`config.mk`:
```
export PLATFORM = sky130hd
export DESIGN_NAME = display_timing
export DESIGN_NICKNAME = d
export VERILOG_FILES = /design/src/rtl/display_timing_pkg.sv /design/src/rtl/display_timing.sv
export SDC_FILE = /design/constraint.sdc
export NUM_CORES = 1
export LEC_CHECK = 0
export BUFFER_PORTS_ARGS = -buffer_cell sky130_fd_sc_hd__buf_2
export CAP_MARGIN = 25
export CORE_AREA = 2 2 65 67
export CTS_CLUSTER_SIZE = 40
export DETAILED_ROUTE_END_ITERATION = 8
export DIE_AREA = 0 0 67 69
export PLACE_DENSITY = 0.83
export SYNTH_ARGS = -nofsm -noshare
export SYNTH_HDL_FRONTEND = slang
export SYNTH_SLANG_ARGS = --single-unit
```
`constraint.sdc`:
```
create_clock -name clk_pix -period 3.5 [get_ports clk_pix]
set_input_delay 0.525 -clock clk_pix [delete_from_list [all_inputs] [get_ports clk_pix]]
set_output_delay 0.525 -clock clk_pix [all_outputs]
set_load 0.005 [all_outputs]
```
`src/rtl/display_timing_pkg.sv`:
```
// Shared display timing presets and coordinate width used by raster
// timing generators in the pixel clock domain.
package display_timing_pkg;

    localparam int CORDW_DEFAULT = 16;

    // 640x480 at 60 Hz, both syncs active-low
    localparam int VGA_H_RES  = 640;
    localparam int VGA_H_FP   = 16;
    localparam int VGA_H_SYNC = 96;
    localparam int VGA_H_BP   = 48;
    localparam int VGA_V_RES  = 480;
    localparam int VGA_V_FP   = 10;
    localparam int VGA_V_SYNC = 2;
    localparam int VGA_V_BP   = 33;
    localparam bit VGA_H_POL  = 1'b0;
    localparam bit VGA_V_POL  = 1'b0;

    // 1280x720 at 60 Hz, both syncs active-high
    localparam int HD_H_RES  = 1280;
    localparam int HD_H_FP   = 110;
    localparam int HD_H_SYNC = 40;
    localparam int HD_H_BP   = 220;
    localparam int HD_V_RES  = 720;
    localparam int HD_V_FP   = 5;
    localparam int HD_V_SYNC = 5;
    localparam int HD_V_BP   = 20;
    localparam bit HD_H_POL  = 1'b1;
    localparam bit HD_V_POL  = 1'b1;

    function automatic int axis_total(input int res, input int fp, input int sync, input int bp);
        return res + fp + sync + bp;
    endfunction

endpackage

```
`src/rtl/display_timing.sv`:
```
// Raster timing generator: pixel/line counters plus registered decode of
// de, syncs and line/frame strobes, all aligned to the same (sx, sy).
module display_timing
    import display_timing_pkg::*;
#(
    parameter int H_RES  = VGA_H_RES,
    parameter int H_FP   = VGA_H_FP,
    parameter int H_SYNC = VGA_H_SYNC,
    parameter int H_BP   = VGA_H_BP,
    parameter int V_RES  = VGA_V_RES,
    parameter int V_FP   = VGA_V_FP,
    parameter int V_SYNC = VGA_V_SYNC,
    parameter int V_BP   = VGA_V_BP,
    parameter bit H_POL  = VGA_H_POL,
    parameter bit V_POL  = VGA_V_POL,
    parameter int CORDW  = CORDW_DEFAULT
) (
    input  logic             clk_pix,
    input  logic             rst_pix,
    output logic [CORDW-1:0] sx,
    output logic [CORDW-1:0] sy,
    output logic             de,
    output logic             hsync,
    output logic             vsync,
    output logic             line,
    output logic             frame
);

    localparam int     H_TOTAL   = axis_total(H_RES, H_FP, H_SYNC, H_BP);
    localparam int     V_TOTAL   = axis_total(V_RES, V_FP, V_SYNC, V_BP);
    localparam longint CORD_SPAN = longint'(1) << CORDW;

    if (longint'(H_TOTAL) > CORD_SPAN) begin : g_h_total_too_big
        $error("display_timing: H_TOTAL does not fit in CORDW bits");
    end
    if (longint'(V_TOTAL) > CORD_SPAN) begin : g_v_total_too_big
        $error("display_timing: V_TOTAL does not fit in CORDW bits");
    end

    // Decode bounds carry one extra bit so an edge equal to 2^CORDW stays representable.
    localparam int XW = CORDW + 1;
    localparam logic [CORDW-1:0] H_LAST   = CORDW'(H_TOTAL - 1);
    localparam logic [CORDW-1:0] V_LAST   = CORDW'(V_TOTAL - 1);
    localparam logic [CORDW:0]   H_DE_END = XW'(H_RES);
    localparam logic [CORDW:0]   HS_BEG   = XW'(H_RES + H_FP);
    localparam logic [CORDW:0]   HS_END   = XW'(H_RES + H_FP + H_SYNC);
    localparam logic [CORDW:0]   V_DE_END = XW'(V_RES);
    localparam logic [CORDW:0]   VS_BEG   = XW'(V_RES + V_FP);
    localparam logic [CORDW:0]   VS_END   = XW'(V_RES + V_FP + V_SYNC);

    logic [CORDW-1:0] sx_p0, sy_p0;
    logic [CORDW:0]   sx_w, sy_w;
    logic             de_p0, hsync_p0, vsync_p0, line_p0, frame_p0;

    // p0: next position and its decode, so registered outputs never skew
    always_comb begin
        sx_p0 = sx + CORDW'(1);
        sy_p0 = sy;
        if (sx == H_LAST) begin
            sx_p0 = '0;
            sy_p0 = (sy == V_LAST) ? '0 : sy + CORDW'(1);
        end
        sx_w     = {1'b0, sx_p0};
        sy_w     = {1'b0, sy_p0};
        de_p0    = (sx_w < H_DE_END) && (sy_w < V_DE_END);
        hsync_p0 = ((sx_w >= HS_BEG) && (sx_w < HS_END)) ? H_POL : ~H_POL;
        vsync_p0 = ((sy_w >= VS_BEG) && (sy_w < VS_END)) ? V_POL : ~V_POL;
        line_p0  = (sx_p0 == '0);
        frame_p0 = line_p0 && (sy_p0 == '0);
    end

    // p1: output registers; reset parks on the last pixel so release starts a frame
    always_ff @(posedge clk_pix) begin
        if (rst_pix) begin
            sx    <= H_LAST;
            sy    <= V_LAST;
            de    <= 1'b0;
            hsync <= ~H_POL;
            vsync <= ~V_POL;
            line  <= 1'b0;
            frame <= 1'b0;
        end else begin
            sx    <= sx_p0;
            sy    <= sy_p0;
            de    <= de_p0;
            hsync <= hsync_p0;
            vsync <= vsync_p0;
            line  <= line_p0;
            frame <= frame_p0;
        end
    end

endmodule

```
# After elaboration in Yosys (flattened, before gate mapping)
# Cells that the tools add are included.
# op_classes
n_addsub,2
order_cmp,6
eq_ne,2
mux,5
reduce_logical,6
# ops
operator,n
16-bit 2-to-1 mux,3
"16-bit by 1-bit adder with 16-bit output, second input constant",2
"16-bit by 10-bit == test with 1-bit output, second input constant",2
16-bit zero test,2
"16-bit by 10-bit less-than comparator with 1-bit output, second input constant",2
"16-bit by 9-bit less-than comparator with 1-bit output, second input constant",2
"16-bit by 10-bit greater-or-equal comparator with 1-bit output, second input constant",1
"16-bit by 9-bit greater-or-equal comparator with 1-bit output, second input constant",1
1-bit logical AND,4
1-bit 2-to-1 mux,2
# totals
ff_bits,37
input_bits,2
output_inout_bits,37
wordCells,28

# Depth between registers and ports, before layout
# Gate-level depths: netlist (run 1).
# logic_depth
depth_word,6
ltp_mapped,10
ltp_nobuf,9

# Worst setup path before layout (run 1)
# No wires, ideal clock.
# synth_timing
path_type,register -> register
start,reg sx[0]
end,reg hsync
setup_ns,0.134
t_arrival_ns,2.399
required_time_ns,3.366
path_slack_ns,0.967
path_stages_with_launch,9
n_path_buf,0
period_less_slack_ns,2.533
path_cell_list,dfxtp_1 > ha_1 > and4_4 > nand3_2 > or4_4 > a21oi_2 > o211ai_1 > a211o_1 > or4_1
# synth_via
elab_chain_cells,5
word_cells_on_any_way,7
cone_classes,1 x add/sub; 2 x order compare; 1 x eq/ne; 2 x mux; 1 x reduce/logical
# synth_lines
element,line_no,text
"start, declared",display_timing.sv:20,"output logic [CORDW-1:0] sx,"
"start signal, assigned",display_timing.sv:83,sx <= sx_p0;
16-bit by 1-bit adder with 16-bit output or 16-bit by 10-bit == test with 1-bit output (tied branches),"display_timing.sv:57, display_timing.sv:59",
16-bit 2-to-1 mux (*),display_timing.sv:59,if (sx == H_LAST) begin
16-bit by 10-bit greater-or-equal comparator with 1-bit output or 16-bit by 10-bit less-than comparator with 1-bit output (tied branches),display_timing.sv:66,hsync_p0 = ((sx_w >= HS_BEG) && (sx_w < HS_END)) ? H_POL : ~H_POL;
1-bit logical AND (*),display_timing.sv:66,
1-bit 2-to-1 mux (*),display_timing.sv:66,
"end signal, assigned",display_timing.sv:78,hsync <= ~H_POL;
"end signal, assigned",display_timing.sv:86,hsync <= hsync_p0;
"end, declared",display_timing.sv:23,"output logic hsync,"
# Mark *: on every way between the ends. The rest lies on a longest branch, timed or not.
# A chain may end at the register's enable or synchronous reset.

# Worst setup path in the final report (run 1)
# layout_timing
start,reg sx[6]
end,reg hsync
# Same word-level chain as after synthesis.

==> metrics.yaml, run 1 <==
yosys:
  synth.net_count: 263
  ys_ff_latch: 37
  syn_area_per_cell_um2: 8.02
  synth_edf_count: 0
  synth_cell_types: 49
  synth_flop_cell: "dfxtp_1"
  syn_inst: 258
  ys_seq_area_share_pct: 35.8
  yosysWarnings: 0
  synthesis.area_um2: 2070
  synthArstFlopShare_pct: 0
cts:
  cts_resized: 0
  post_cts_buffers: 0
  cts.sink_count: 37
  h-tree-depth: 2
  clk_latency_ns: 0.30
  root_buffer: "clkbuf_8"
  cts_tree: "built"
  path_clk_slew_ns: 0.07
  cts_buffer_depth: 2
  cts.hold.buffers_added: 0
  cts_buffers: 5
place:
  pre_cts_ws_ns: 0.681
  place_congestion: 0.883
  place_hpwl_um: 3640
  io_buffers: 38
global_routing:
  globalRouteTotalUtil_pct: 23.4
  grt_busiest_layer: "met1"
  overflow: 0
  met3_usage_pct: 3.59
  antenna_found_initial: 0
  grtUsageMet2_pct: 33.0
  grt_max_degree: 27
  grt_pass1_vias: 1749
  grt_pass1_wl_um: 8470
  gr-usage-met1_pct: 35.3
floorplan:
  fp-row-count: 23
  boundaryPins: 39
  start_util_pct: 52.8
  dieHeight_um: 69
  die_area_um2: 4620
  fp.dieW_um: 67
  core_area_um2: 3910
cells_and_area:
  nFillCells: 398
  nNetsFinal: 295
  diodes: 0
  final_util_pct: 60.4
  mostFrequentLayoutCells: "buf_2 (38), dfxtp_1 (37), nor2_1 (27), nand2_1 (25), nor3_1 (14)"
  layout-drive-gt1-share_pct: 19.2
  area_growth_pct: 14.3
  final_common_cell: "buf_2"
timing:
  max_freq_mhz: 345
  period_needed_ns: 2.90
  finalClockSkew_ns: 0.00865
  hold_viol: 0
  setup_violations: 0
  maxSlewHeadroom_pct: 54.6
  setup_slack_ns: 0.600
  fin_tns_setup_ns: 0
  worst_pin_slew_ns: 0.681
  maxSlewViolCount: 0
  period_share_pct: 82.9
  grt_setup_unrepaired: "false"
outcome:
  status: "complete, no violations"
worst_setup_path:
  start_kind: "flip-flop"
  crit_type: "flip-flop to flip-flop"
  crit_path_max_fanout: 8
  cp_data_arrival_time_ns: 3.07
  r2r_slack_ns: 0.60
  required_ns: 3.67
  critPathCaptureType: "flip-flop"
  reg2reg_depth: 7
pwr:
  p_leak_nw: 0.904
  irDropWorstVdd_v: 0.000285
  power_density_nw_per_um2: 643
  power_mw: 1.52
detailed_routing:
  firstDrtPassIters: 5
  routed_wl_um: 5180
  num_vias: 2068
  wire_per_inst_um: 15.2
  drc: 0
  vias_per_cell: 6.06
  ant_nets: 0
  drtIter0Drc: 175
min_path:
  holdCritPathClass: "flip-flop to flip-flop"
  min_delay_path_depth: 1
flow_run:
  maxCapViolCount: 0
## final timing paths
check | from | endpoint
worst max-delay path | sx[6] | hsync
worst min-delay path | sx[0] | sx[0]
worst max register to register | sx[6] | hsync
worst min register to register | sx[0] | sx[0]
## cell families (layout without fill, tap and decap cells)
family	count (synthesis)	count (layout)	share of synthesized area, %
and+or+nand+nor	137	137	36.0
adders and majority gates	3	3	1.82
xor gates and xnor gates	20	20	8.47
buffers and inverters	19	52	4.05
AOI/OAI and AO/OA	41	41	13.4
DFF	37	37	35.8
muxes	1	1	0.484
## cell type report
class	count	area [µm²]	share of cell area (%)
Clock buffer	7	96.3	4.07
Clock inverter	1	5.00	0.212
Inverter	5	18.8	0.794
Multi-Input combinational cell	202	1240	52.6
Sequential cell	37	741	31.3
Tap cell	50	62.6	2.65
Timing Repair Buffer	39	198	8.36
## layer usage
| metal | up-vias | routed length (µm) |
|---|---|---|
| li1 | 1008 | - |
| met1 | 970 | 2400 |
| met2 | 81 | 2370 |
| met3 | 9 | 326 |
| met4 | 0 | 84 |
| met5 | - | 0 |
## synth_stat cells, types with 3 or more instances
cell type,n,share of area (%)
dfxtp_1,37,36
nor2_1,27,4.9
nand2_1,25,4.5
nor3_1,14,3.4
nand4_1,13,3.9
nand3_1,12,2.9
xor2_1,12,5.1
clkbuf_1,11,2.0
a21oi_1,10,2.4
o21ai_0,9,2.2
xnor2_1,8,3.4
nor4_1,6,1.8
inv_1,5,0.91
nand2b_1,5,1.5
or3_1,5,1.5
and3_1,4,1.2
o211ai_1,4,1.5
or2_2,4,1.2
and2_1,3,0.91
and4_1,3,1.3
ha_1,3,1.8
nand3b_1,3,1.1
## report_power, final
group / internal (mW) / switching (mW)
sequential: 0.481 / 0.103
combinational: 0.249 / 0.353
clock: 0.178 / 0.157
## through the flow
stage,area (µm²),cells,hold WS (ns)
5_1_grt,2360,341,0.532
4_1_cts,2360,341,0.520
3_5_place_dp,2260,333,0.506
3_3_place_gp,2260,333,0.490
6_report,2360,341,0.517
2_1_floorplan,2070,258,0.487
## critical path: stages (launching register included)
cell      delay [ns]
dfxtp_1         0.52
nand4_1         0.29
nor4_1          0.54
nand3_1         0.19
xor2_1          0.24
o211ai_1        0.16
a211o_1         0.31
or4_1           0.52
## registers in the layout, summed over array words and instances, names as in the netlist
name and count:
sy 16, de 1, frame 1, hsync 1, vsync 1, line 1, sx 16
(Power assumes the default switching activity.)
==> run 2: changes to the inputs <==
clock period = 2.95 ns   (was 3.5 ns; I/O delays follow)
==> run 2 against run 1 <==
  * Design area increased by 1.5%
  * Fmax grew 6.2%
  * Count of clock-buffer cells in the layout decreased by 2
  * Final cell count grew 0.88%
  * Setup slack got worse by 0.38 ns
  * Largest power group unchanged
==> metrics.yaml, run 2 (synthesized netlist as in run 1, its figures left out) <==
detailed_routing:
  drtIter0Drc: 177
  vias_per_cell: 6.11
  ant_nets: 0
  num_vias: 2101
  wire_per_inst_um: 16.0
  routed_wl_um: 5490
  firstDrtPassIters: 4
  drc: 0
global_routing:
  grt_pass1_wl_um: 9000
  grt_pass1_vias: 1865
  grt_max_degree: 27
  globalRouteTotalUtil_pct: 24.7
  antenna_found_initial: 0
  overflow: 0
pwr:
  seq_power_share_pct: 36.5
  power_density_nw_per_um2: 790
  combPwrFrac_pct: 39.8
  p_leak_nw: 0.919
  irDropWorstVdd_v: 0.000286
  sw_frac_of_total_pct: 40.3
  p_clk_share_pct: 23.7
  p_int_mw: 1.13
  switching_power_uw: 765
worst_setup_path:
  critPathCaptureType: "flip-flop"
  cp_num_buf_inv: 0
  reg2reg_depth: 8
  required_ns: 3.13
  cp-startpoint: "sx[0]"
  cp_slowest_cell: "or4_4"
  cp_data_arrival_time_ns: 2.91
  worst-path-stages: 8
  slowest_delay_ns: 0.54
  crit_type: "flip-flop to flip-flop"
  crit_family: "simple AND/OR/NAND/NOR gates"
  start_kind: "flip-flop"
  reg2reg_from: "sx[0]"
  crit_path_max_fanout: 5
  path_cells: "ha_1 > and4_4 > nand3_2 > or4_4 > a21oi_2 > o211ai_1 > a211o_1 > or4_1"
cts:
  cts_buffer_depth: 2
  cts_buffers: 5
  cts_resized: 0
  cts.hold.buffers_added: 0
  cts_tree: "built"
  post_cts_buffers: 0
  cts.sink_count: 37
  path_clk_slew_ns: 0.08
  clk_latency_ns: 0.30
  h-tree-depth: 2
  root_buffer: "clkbuf_8"
cells_and_area:
  area_growth_pct: 16.1
  nNetsFinal: 298
  diodes: 0
  instances_no_fill: 344
  layout-drive-gt1-share_pct: 20.1
  largestRegisters: "sx x16, sy x16"
  final_common_cell: "buf_2"
  mostFrequentLayoutCells: "buf_2 (38), dfxtp_1 (37), nor2_1 (27), nand2_1 (25), nor3_1 (14)"
timing:
  max_freq_mhz: 366
  maxSlewHeadroom_pct: 66.7
  setup_violations: 0
  hold_viol: 0
  finalClockSkew_ns: 0.00460
  period_share_pct: 92.6
  maxSlewViolCount: 0
  setup_slack_ns: 0.219
  fin_tns_setup_ns: 0
  grt_setup_unrepaired: "false"
  worst_pin_slew_ns: 0.492
  period_needed_ns: 2.73
floorplan:
  fp-row-count: 23
  boundaryPins: 39
  die_area_um2: 4620
  start_util_pct: 52.8
  fp.dieW_um: 67
  dieHeight_um: 69
  core_area_um2: 3910
min_path:
  hold_start: "sx[0]"
  min_delay_path_depth: 1
  holdCritPathClass: "flip-flop to flip-flop"
flow_run:
  maxCapViolCount: 0
place:
  place_congestion: 0.866
  placed_cells: 336
  pre_cts_ws_ns: 0.263
  io_buffers: 38
  place_hpwl_um: 3940
outcome:
  status: "complete, no violations"
==> run 2: cell types whose count changed in the layout (fill, tap and decap cells not counted), sizes merged <==
cell      delta
clkinvlp     +1
bufinv       +1
buf          +3
clkbuf       -2
==> run 2: final cells by class <==
class	count	area, µm²
Clock buffer	5	68.8
Clock inverter	3	46.3
Fill cell	368	1510
Inverter	5	18.8
Multi-Input combinational cell	202	1240
Sequential cell	37	741
Tap cell	50	62.6
Timing Repair Buffer	42	220
==> run 2: worst paths after layout <==
path	end	slack [ns]
worst max-delay path	hsync	0.22
worst min-delay path	sx[0]	0.52
worst max register to register	hsync	0.22
worst min register to register	sx[0]	0.52
==> run 2: metal layers <==
metal | GRT usage (%) | part of all wire (%) | up-vias | wire [µm]
met4 | 8.62 | 2.3 | 0 | 127
met2 | 37.8 | 46 | 104 | 2540
met1 | 34.2 | 43 | 967 | 2360
li1 | - | - | 1015 | -
met3 | 5.06 | 8.5 | 15 | 469
met5 | 0 | 0 | - | 0
==> run 2: worst reg2reg max path, delay by kind of cell (launching register included) <==
kind	cells	cell delay [ns]
flip-flops	1	0.37
adder cells (fa/ha/maj)	1	0.26
AND/OR/NAND/NOR	4	1.41
AO/OA/AOI/OAI	3	0.56
==> run 2: power by group through the flow <==
stage,registers (mW),clock network (mW),logic (mW)
floorplan,0.668,0,0.548
global placement,0.695,0,0.713
detailed placement,0.699,0,0.732
CTS,0.688,0.455,0.741
global route,0.708,0.473,0.835
finish,0.692,0.450,0.755
==> run 2: through the flow <==
| step | hold slack, ns | utilization [%] | area [µm²] | total power [mW] |
|---|---|---|---|---|
| floorplan | 0.487 | - | 2070 | 1.22 |
| global placement | 0.495 | 58.4 | 2290 | 1.41 |
| detailed placement | 0.507 | 58.4 | 2290 | 1.43 |
| CTS | 0.525 | 61.3 | 2400 | 1.88 |
| global route | 0.589 | 61.3 | 2400 | 2.02 |
| finish | 0.521 | 61.3 | 2400 | 1.90 |
==> run 3: changes to the inputs <==
CORE_AREA = 3 3 66 68   (was 2 2 65 67)
DIE_AREA = 0 0 69 71   (was 0 0 67 69)
==> run 3 against run 2 <==
  * Design area is 1.4% lower
  * Via count is 0.33% lower
  * Worst hold slack better by 0.029 ns
  * Core utilization is 0.83 points lower
  * Power is 6.0% lower
  * Sequential power hardly changed
  * Routed wire length is 1.1% lower
  * Setup slack hardly changed
  * Register-to-register slack hardly changed
  * First-iteration DRC count is 50% higher
  * Clock skew hardly changed
  * Sequential share of layout area is 0.42 points higher
  * Critical path type unchanged
  * Highest routed layer unchanged
==> metrics.yaml, run 3 (synthesized netlist as in run 1, its figures left out) <==
min_path:
  holdPathEnd: "sx[0]"
  min_delay_path_depth: 1
  hold_start: "sx[0]"
  holdCritPathClass: "flip-flop to flip-flop"
worst_setup_path:
  timing.rr.end: "vsync"
  required_ns: 3.12
  crit_path_max_fanout: 5
  cp_data_arrival_time_ns: 2.90
  r2r_slack_ns: 0.22
  reg2reg_depth: 8
  slowest_delay_ns: 0.54
  crit_top_cell: "nand4_1"
  cp_slowest_cell: "o41ai_1"
  critPathCaptureType: "flip-flop"
  cp_num_buf_inv: 0
  crit_family: "simple AND/OR/NAND/NOR gates"
  start_kind: "flip-flop"
  path_cells: "ha_1 > and4_4 > nand4_1 > o41ai_1 > o221a_1 > nand4_1 > nand2b_1 > or3_1"
  reg2reg_from: "sx[0]"
  crit_type: "flip-flop to flip-flop"
global_routing:
  globalRouteTotalUtil_pct: 22.3
  grt_pass1_vias: 1850
  antenna_found_initial: 0
  grt_pass1_wl_um: 9000
  grt_max_degree: 27
  overflow: 0
place:
  dpl_cell_area_um2: 2290
  placed_cells: 336
  place_congestion: 0.904
  io_buffers: 38
  place_hpwl_um: 3950
flow_run:
  maxCapViolCount: 0
pwr:
  power_mw: 1.78
  p_leak_nw: 0.909
  irDropWorstVdd_v: 0.000336
  power_density_nw_per_um2: 753
outcome:
  status: "complete, no violations"
timing:
  maxSlewViolCount: 0
  grt_setup_unrepaired: "false"
  period_needed_ns: 2.73
  maxSlewHeadroom_pct: 66.6
  period_share_pct: 92.6
  hold_viol: 0
  fin_tns_setup_ns: 0
  setup_violations: 0
  max_freq_mhz: 366
  worst_pin_slew_ns: 0.500
  finalClockSkew_ns: 0.00491
floorplan:
  dieHeight_um: 71
  core_area_um2: 3910
  start_util_pct: 52.8
  fp.dieW_um: 69
  die_area_um2: 4900
  boundaryPins: 39
  fp-row-count: 23
cts:
  cts_buffers: 5
  path_clk_slew_ns: 0.07
  h-tree-depth: 2
  post_cts_buffers: 0
  clk_latency_ns: 0.28
  cts_resized: 0
  cts.sink_count: 37
  cts_tree: "built"
  root_buffer: "clkbuf_8"
  cts_buffer_depth: 2
  cts.hold.buffers_added: 0
detailed_routing:
  firstDrtPassIters: 5
  vias_per_cell: 6.09
  ant_nets: 0
  routed_wl_um: 5430
  num_vias: 2094
  drtIter0Drc: 265
  wire_per_inst_um: 15.8
  drc: 0
cells_and_area:
  diodes: 0
  area_growth_pct: 14.5
  nFillCells: 409
  mostFrequentLayoutCells: "buf_2 (38), dfxtp_1 (37), nor2_1 (27), nand2_1 (25), nor3_1 (14)"
  largestRegisters: "sx x16, sy x16"
  final_common_cell: "buf_2"
  fin_area_um2: 2370
  layout-drive-gt1-share_pct: 19.7
  instances_no_fill: 344
  nNetsFinal: 298
==> run 3: cell types whose count changed in the layout (fill, tap and decap cells not counted) <==
cell	change
clkinv_2	+2
clkinv_4	-1
bufinv_16	-1
clkinvlp_4	-1
clkbuf_1	+1
==> run 3: through the flow <==
step / hold slack (ns) / setup slack, ns / util (%)
global placement: 0.494 / 0.348 / 58.4
global route: 0.573 / 0.108 / 60.5
finish: 0.550 / 0.220 / 60.5
floorplan: 0.487 / 0.417 / -
CTS: 0.548 / 0.230 / 60.5
detailed placement: 0.533 / 0.257 / 58.4
==> run 3: worst max path at each step <==
stage | start | end | slack [ns] | depth (start not counted)
after floorplan | sx[0] | hsync | 0.42 | 8
after CTS | sx[0] | hsync | 0.23 | 8
final | sx[0] | vsync | 0.22 | 8
after detailed placement | sx[0] | hsync | 0.26 | 8
after global routing | sx[0] | hsync | 0.11 | 8
after global placement | sx[0] | hsync | 0.35 | 8
==> run 3: area by class of cell <==
class                           count  area [µm²]  share of cell area (%)
Clock buffer                        6        72.6                    3.06
Clock inverter                      2        10.0                   0.423
Inverter                            5        18.8                   0.792
Multi-Input combinational cell    202        1240                    52.5
Sequential cell                    37         741                    31.3
Tap cell                           50        62.6                    2.64
Timing Repair Buffer               42         220                    9.30
==> run 3: power breakdown <==
group	switching, mW	internal, mW
clock network	0.180	0.164
logic	0.437	0.308
registers	0.122	0.571
total	0.739	1.04
==> run 3: metal layers <==
metal  track usage (%)  share of wire [%]
met1              32.0                 45
met2              33.8                 45
met3              4.97                7.9
met4              5.86                1.3
met5                 0                  0
